$ cat config.mk
export PLATFORM = sky130hd
export DESIGN_NAME = multdiv_sequencer
export DESIGN_NICKNAME = d
export VERILOG_FILES = /design/src/rtl/multdiv_sequencer.sv
export SDC_FILE = /design/constraint.sdc
export NUM_CORES = 1
export LEC_CHECK = 0
export BUFFER_PORTS_ARGS = -buffer_cell sky130_fd_sc_hd__buf_2
export CORE_MARGIN = 2
export CORE_UTILIZATION = 46
export DETAILED_ROUTE_END_ITERATION = 6
export HOLD_SLACK_MARGIN = 0.03
export PLACE_DENSITY = 0.77
export SLEW_MARGIN = 20
export SYNTH_ARGS = -nofsm -noshare
export SYNTH_HDL_FRONTEND = slang
export SYNTH_SLANG_ARGS = --single-unit
$ cat constraint.sdc
create_clock -name clock -period 2.34 [get_ports clock]
set_clock_uncertainty 0.2 [all_clocks]
set_input_delay 0.468 -clock clock [delete_from_list [all_inputs] [get_ports clock]]
set_output_delay 0.468 -clock clock [all_outputs]
set_load 0.005 [all_outputs]
$ cat src/rtl/multdiv_sequencer.sv
// Sequences mul/div from X: start pulse, pipeline stall, timeout, one-cycle writeback.
// Latency: START one cycle after accept, DONE one cycle after result (or TIMEOUT WAIT cycles); TIMEOUT must be 1..63.
module multdiv_sequencer #(
    parameter int unsigned TIMEOUT     = 40,
    parameter logic [4:0]  RSTATUS_REG = 5'd30
) (
    input  logic        clock,
    input  logic        reset,
    input  logic        x_valid,
    input  logic [4:0]  opcode_x,
    input  logic [4:0]  alu_op_x,
    input  logic [4:0]  rd_x,
    input  logic        flush,
    input  logic        data_resultRDY,
    input  logic        data_exception,
    input  logic [31:0] data_result,
    output logic        ctrl_mult,
    output logic        ctrl_div,
    output logic        stall,
    output logic        busy,
    output logic        md_wb_valid,
    output logic [4:0]  md_wb_rd,
    output logic [31:0] md_wb_data
);
    localparam logic [1:0] IDLE  = 2'd0;
    localparam logic [1:0] START = 2'd1;
    localparam logic [1:0] WAIT  = 2'd2;
    localparam logic [1:0] DONE  = 2'd3;

    localparam logic [4:0] OPC_ALU = 5'b00000;
    localparam logic [4:0] ALU_MUL = 5'b00110;
    localparam logic [4:0] ALU_DIV = 5'b00111;

    localparam logic [5:0] CNT_LAST = 6'(TIMEOUT - 1);
    localparam logic [5:0] CNT_MAX  = 6'h3f;

    logic [1:0]  state;
    logic [1:0]  state_nxt;
    logic [5:0]  cnt;
    logic        op_div;
    logic [4:0]  rd_lat;
    logic [31:0] res_lat;
    logic        exc_lat;
    logic        req;
    logic        accept;

    assign req    = x_valid && (opcode_x == OPC_ALU) &&
                    ((alu_op_x == ALU_MUL) || (alu_op_x == ALU_DIV));
    assign accept = (state == IDLE) && req && !flush;

    always_comb begin
        state_nxt = state;
        case (state)
            IDLE:    if (accept) state_nxt = START;
            START:   state_nxt = flush ? IDLE : WAIT;
            WAIT: begin
                if (flush)
                    state_nxt = IDLE;
                else if (data_resultRDY || (cnt == CNT_LAST))
                    state_nxt = DONE;
            end
            default: state_nxt = IDLE;
        endcase
    end

    always_ff @(posedge clock) begin
        if (reset) begin
            state   <= IDLE;
            cnt     <= 6'd0;
            op_div  <= 1'b0;
            rd_lat  <= 5'd0;
            res_lat <= 32'd0;
            exc_lat <= 1'b0;
        end else begin
            state <= state_nxt;
            case (state)
                IDLE: begin
                    if (accept) begin
                        op_div  <= (alu_op_x == ALU_DIV);
                        rd_lat  <= rd_x;
                        res_lat <= 32'd0;
                        exc_lat <= 1'b0;
                    end
                end
                START: cnt <= 6'd0;
                WAIT: begin
                    if (cnt != CNT_MAX)
                        cnt <= cnt + 6'd1;
                    // A result arriving on the last allowed cycle still wins over the timeout.
                    if (!flush) begin
                        if (data_resultRDY) begin
                            res_lat <= data_result;
                            exc_lat <= data_exception;
                        end else if (cnt == CNT_LAST) begin
                            exc_lat <= 1'b1;
                        end
                    end
                end
                default: ;
            endcase
        end
    end

    assign ctrl_mult   = (state == START) && !op_div;
    assign ctrl_div    = (state == START) && op_div;
    assign busy        = (state != IDLE);
    assign md_wb_valid = (state == DONE);
    // Stall drops in DONE so the instruction leaves X on that edge and cannot retrigger.
    assign stall       = accept || (state == START) || (state == WAIT);

    always_comb begin
        md_wb_rd   = 5'd0;
        md_wb_data = 32'd0;
        if (state == DONE) begin
            if (exc_lat) begin
                md_wb_rd   = RSTATUS_REG;
                md_wb_data = op_div ? 32'd5 : 32'd4;
            end else begin
                md_wb_rd   = rd_lat;
                md_wb_data = res_lat;
            end
        end
    end
endmodule

## Word-level counts from Yosys, hierarchy flattened

Cells that the tools add are included.

| word-level totals | value |
|---|---|
| register bits after elaboration | 47 |
| input port bits | 53 |
| output and inout bits | 42 |

| operators by class | value |
|---|---|
| add/sub/neg operators | 1 |
| equal/unequal tests | 13 |
| mux-type cells | 21 |
| reductions and logical operators | 22 |

Operators with widths:

| kind | number |
|---|---|
| 32-bit 2-to-1 mux | 5 |
| 32-bit case mux with 2 select lines | 1 |
| 6-bit case mux with 2 select lines | 1 |
| 5-bit by 3-bit equality test with 1-bit output (second input constant) | 2 |
| 5-bit 2-to-1 mux | 2 |
| 2-bit 2-to-1 mux | 4 |
| 2-bit != test (second input constant) | 4 |
| 4-bit AND reduction | 2 |
| 6-bit by 1-bit adder with 6-bit output (second input constant) | 1 |
| 6-bit equality test (second input constant) | 1 |
| 1-bit logical AND | 6 |
| 6-bit 2-to-1 mux | 1 |
| 3-bit != test (second input constant) | 2 |
| 6-bit != test (second input constant) | 1 |
| 2-bit case mux with 3 select lines | 1 |
| 2-bit AND reduction | 3 |
| 2-bit nonzero test | 3 |
| 5-bit zero test | 1 |
| 1-bit 2-to-1 mux | 5 |
| 2-bit equality test (second input constant) | 2 |
| 1-bit logical OR | 4 |
| 2-bit by 1-bit equality test with 1-bit output (second input constant) | 1 |
| 1-bit zero test | 2 |
| 2-bit zero test | 1 |
| 1-bit case mux with 2 select lines | 1 |

## Depth between registers and ports, before layout

| depth | value |
|---|---|
| depth in word-level cells | 7 |
| gate-level depth with buffers | 6 |
| gate-level depth less buffers | 5 |

## Least setup slack after synthesis

Ideal clock, no wire load.

| timing path | value |
|---|---|
| kind | flip-flop to output port |
| from | register state[0] |
| to | output md_wb_data[10] |
| arrival time | 1199 ps |
| required time | 1672 ps |
| path slack | 473 ps |
| cell stages (with the launch flop) | 6 |
| path buffers | 2 |
| cells stage by stage | dfxtp_1 > buf_2 > nand2_1 > nor2_1 > clkbuf_1 > and2_1 |

| on the way | value |
|---|---|
| longest elaborated chain between the ends | 2 |

RTL lines:

| what | line | source |
|---|---|---|
| start: declaration | 37 | `logic [1:0] state;` |
| start signal: assignment | 75 | `state <= state_nxt;` |
| 2-bit equality test | 114 | `if (state == DONE) begin` |
| 32-bit 2-to-1 mux | 114 |  |
| end: declaration | 23 | `output logic [31:0] md_wb_data` |

Every way passes these cells.

## Worst setup path after layout

| timing path | value |
|---|---|
| from | register state[0] |
| to | output md_wb_data[23] |

The elaborated chain is that of the path after synthesis.

==> flow_summary_export.csv <==
group,metric,value,unit
finish,final_cell_count_no_fill,363,
placement,gp_congestion,0.825,
cts,clock-sinks,47,
finish,finish.utilization,63.2,%
placement,dpl.cell_count,354,
routing,drc,0,
cts,cts_buffers,5,
yosys,synth_nets,267,
yosys,synth_top_family_by_area,"simple AND/OR/NAND/NOR gates",
routing,wirelength,4810,um
yosys,synth-edff-count,0,
yosys,yosysMostFrequentCell,"dfxtp_1",
floorplan,coreArea,4320,sq um
placement,place_ws,0.126,ns
floorplan,die_y,70.9,um
placement,dp_hpwl,3510,um
pwr,power.density,539,nW/um^2
timing,hold_ws,0.166,ns
finish,design_area,2730,sq um
timing,fin_crit,2.24,ns
global_routing,antenna_found_initial,0,
yosys,synthArstFlopShare,0,%
yosys,synth-xor-area-share,1.28,%
cts,clkLatencyLatePin,0.29,ns
yosys,synthDistinctLibCells,39,
yosys,yosys.area.top_type,"dfxtp_1",
routing,viasPerCell,5.21,
timing,setup_violations,0,
cts,path_clk_slew,0.10,ns
setup_path,rrSetupSlack,0.43,ns
yosys,synth_ff_type,"dfxtp_1",
global_routing,grt_pass1_wl,7660,um
cts,h-tree-depth,2,
cts,cts-root-buf,"clkbuf_8",
global_routing,grt_pass1_vias,1685,
setup_path,crit_required,1.67,ns
timing,fin_setup_tns,0,ns
yosys,yosys.area_share.simple,26.2,%
yosys,synth-compound-area-share,17.6,%
pwr,p_leak,1.30,nW
timing,slew_headroom,54.2,%
yosys,synth_fa_ha_area_share,0.608,%
yosys,synthMuxAreaShare,3.40,%
finish,syn_to_final_growth,32.7,%
yosys,synth_warnings,0,
setup_path,critical_path_class,"reg -> out",
routing,ant_nets,0,
setup_path,crit_path_max_fanout,16,
cts,postCtsSetupRepairBufs,0,
finish,num-fill-cells,388,
timing,tightest_slew,0.687,ns
floorplan,core.rowCount,24,
yosys,synth_area_leaders,"dfxtp_1, a22o_1, and2_1",
cts,cts_tree,"yes",
timing,min_period_over_period,95.5,%
floorplan,dieArea,5030,sq um
yosys,syn_avg_cell_area,9.66,sq um
global_routing,track_usage,18.9,%
yosys,syn-cell-area,2060,sq um
timing,rsz0062_at_grt,"false",
yosys,ys_seq_area_share,45.7,%
setup_path,cp-start-kind,"flop",
placement,post_dp_cell_area,2590,sq um
timing,fin_ws,0.105,ns
flow_run,drv_cap,0,
setup_path,cp-end-kind,"output pin",
setup_path,crit_arrival,1.57,ns
routing,first_iter_violations,61,
yosys,yosys.area.top_type_share,45.7,%
pwr,ir_drop,0.242,mV
timing,slew_violations,0,
routing,vias,1892,
yosys,ys_ff_latch,47,
global_routing,grt_max_degree,33,
floorplan,initial_core_util,47.6,%
finish,drive_gt1_share,39.2,%
cts,ctsLongestPathBuffers,2,
timing,fmax,0.447,GHz
timing,hold_viol_final,0,
placement,io_buffers,94,
floorplan,dieWidth,70.9,um
pwr,p_total,1.47,mW
min_path,hold_class,"in -> reg",
routing,drt-pass1-iter-count,4,
yosys,synth_common_cells,"dfxtp_1, a22o_1, and2_1",
floorplan,ios,95,
yosys,syn_inst,213,
finish,final_nets,364,
finish,diodes,0,
run_status,status,"completed",
routing,routedWlPerCell,13.3,um
global_routing,grt_overflow_total,0,
==> cell type report <==
class	instances	area, sq um	share of cell area [%]
Clock buffer	5	68.8	2.52
Clock inverter	3	46.3	1.69
Inverter	4	15.0	0.550
Multi-Input combinational cell	147	1020	37.4
Sequential cell	47	946	34.6
Tap cell	52	65.1	2.38
Timing Repair Buffer	105	568	20.8
==> report_power, final <==
group	leakage [nW]	switching, mW	internal (mW)
combinational	0.867	0.0319	0.0394
sequential	0.380	0.0000431	0.798
clock	0.0548	0.282	0.322
==> state kept, by name, summed over array words and instances, names as in the netlist <==
| signal | flops |
|---|---|
| rd_lat | 5 |
| exc_lat | 1 |
| res_lat | 32 |
| op_div | 1 |
| state | 2 |
| cnt | 6 |
==> per-layer routing <==
metal  wire, um  track usage (%)  part of all wire (%)
met5          0                0                     0
met4         53             6.08                   1.1
met3        309             5.56                   6.4
met2       2250             32.5                    47
met1       2200             22.7                    46
==> cells by family (layout without fill, tap and decap cells) <==
family	count (synthesis)	in the layout
xor+xnor	3	3
buf+inv	19	117
compound gates	45	45
mux	7	7
flops	47	47
simple gates	91	91
fa+ha+maj	1	1
==> critical path, cell delays in order (launching register included) <==
cell and delay [ns]:
dfxtp_2 0.39, buf_4 0.16, nand2_2 0.14, nor2_4 0.15
buf_6 0.17, and2_1 0.15, buf_2 0.11
==> final timing paths <==
check                                start                  endpoint  cells past startpoint
setup / recovery     state[0]$_SDFFE_PP0P_            md_wb_data[23]                      6
hold / removal             data_result[13]  res_lat[13]$_SDFFE_PP0P_                      2
setup reg to reg     state[1]$_SDFFE_PP0P_  res_lat[24]$_SDFFE_PP0P_                      5
hold reg to reg   res_lat[28]$_SDFFE_PP0P_  res_lat[28]$_SDFFE_PP0P_                      1
==> cells in the final DEF, fill, tap and decap left out, types with 2 or more instances in the layout <==
master and instances:
o21ai_0 2, buf_2 94, nor3_1 4, buf_4 8, nand2b_1 2, nand4_1 4
nand2_1 4, clkbuf_8 5, nor2_1 23, dfxtp_1 45, a22o_1 32, a21oi_1 5
mux2i_1 7, buf_6 2, and4b_1 2, nand3_1 6, xor2_1 2, inv_1 3
and2_1 32
==> timing repair <==
action / in CTS / in global routing
hold buffers: 0 / 0
gates resized for setup: 4 / 6
pin swaps: 0 / 0
cloned: 0 / 1
endpoints found under the hold margin: 0 / 0
endpoints found under the setup margin: 31 / 31
Note: power is estimated with default switching activity, not from simulation.
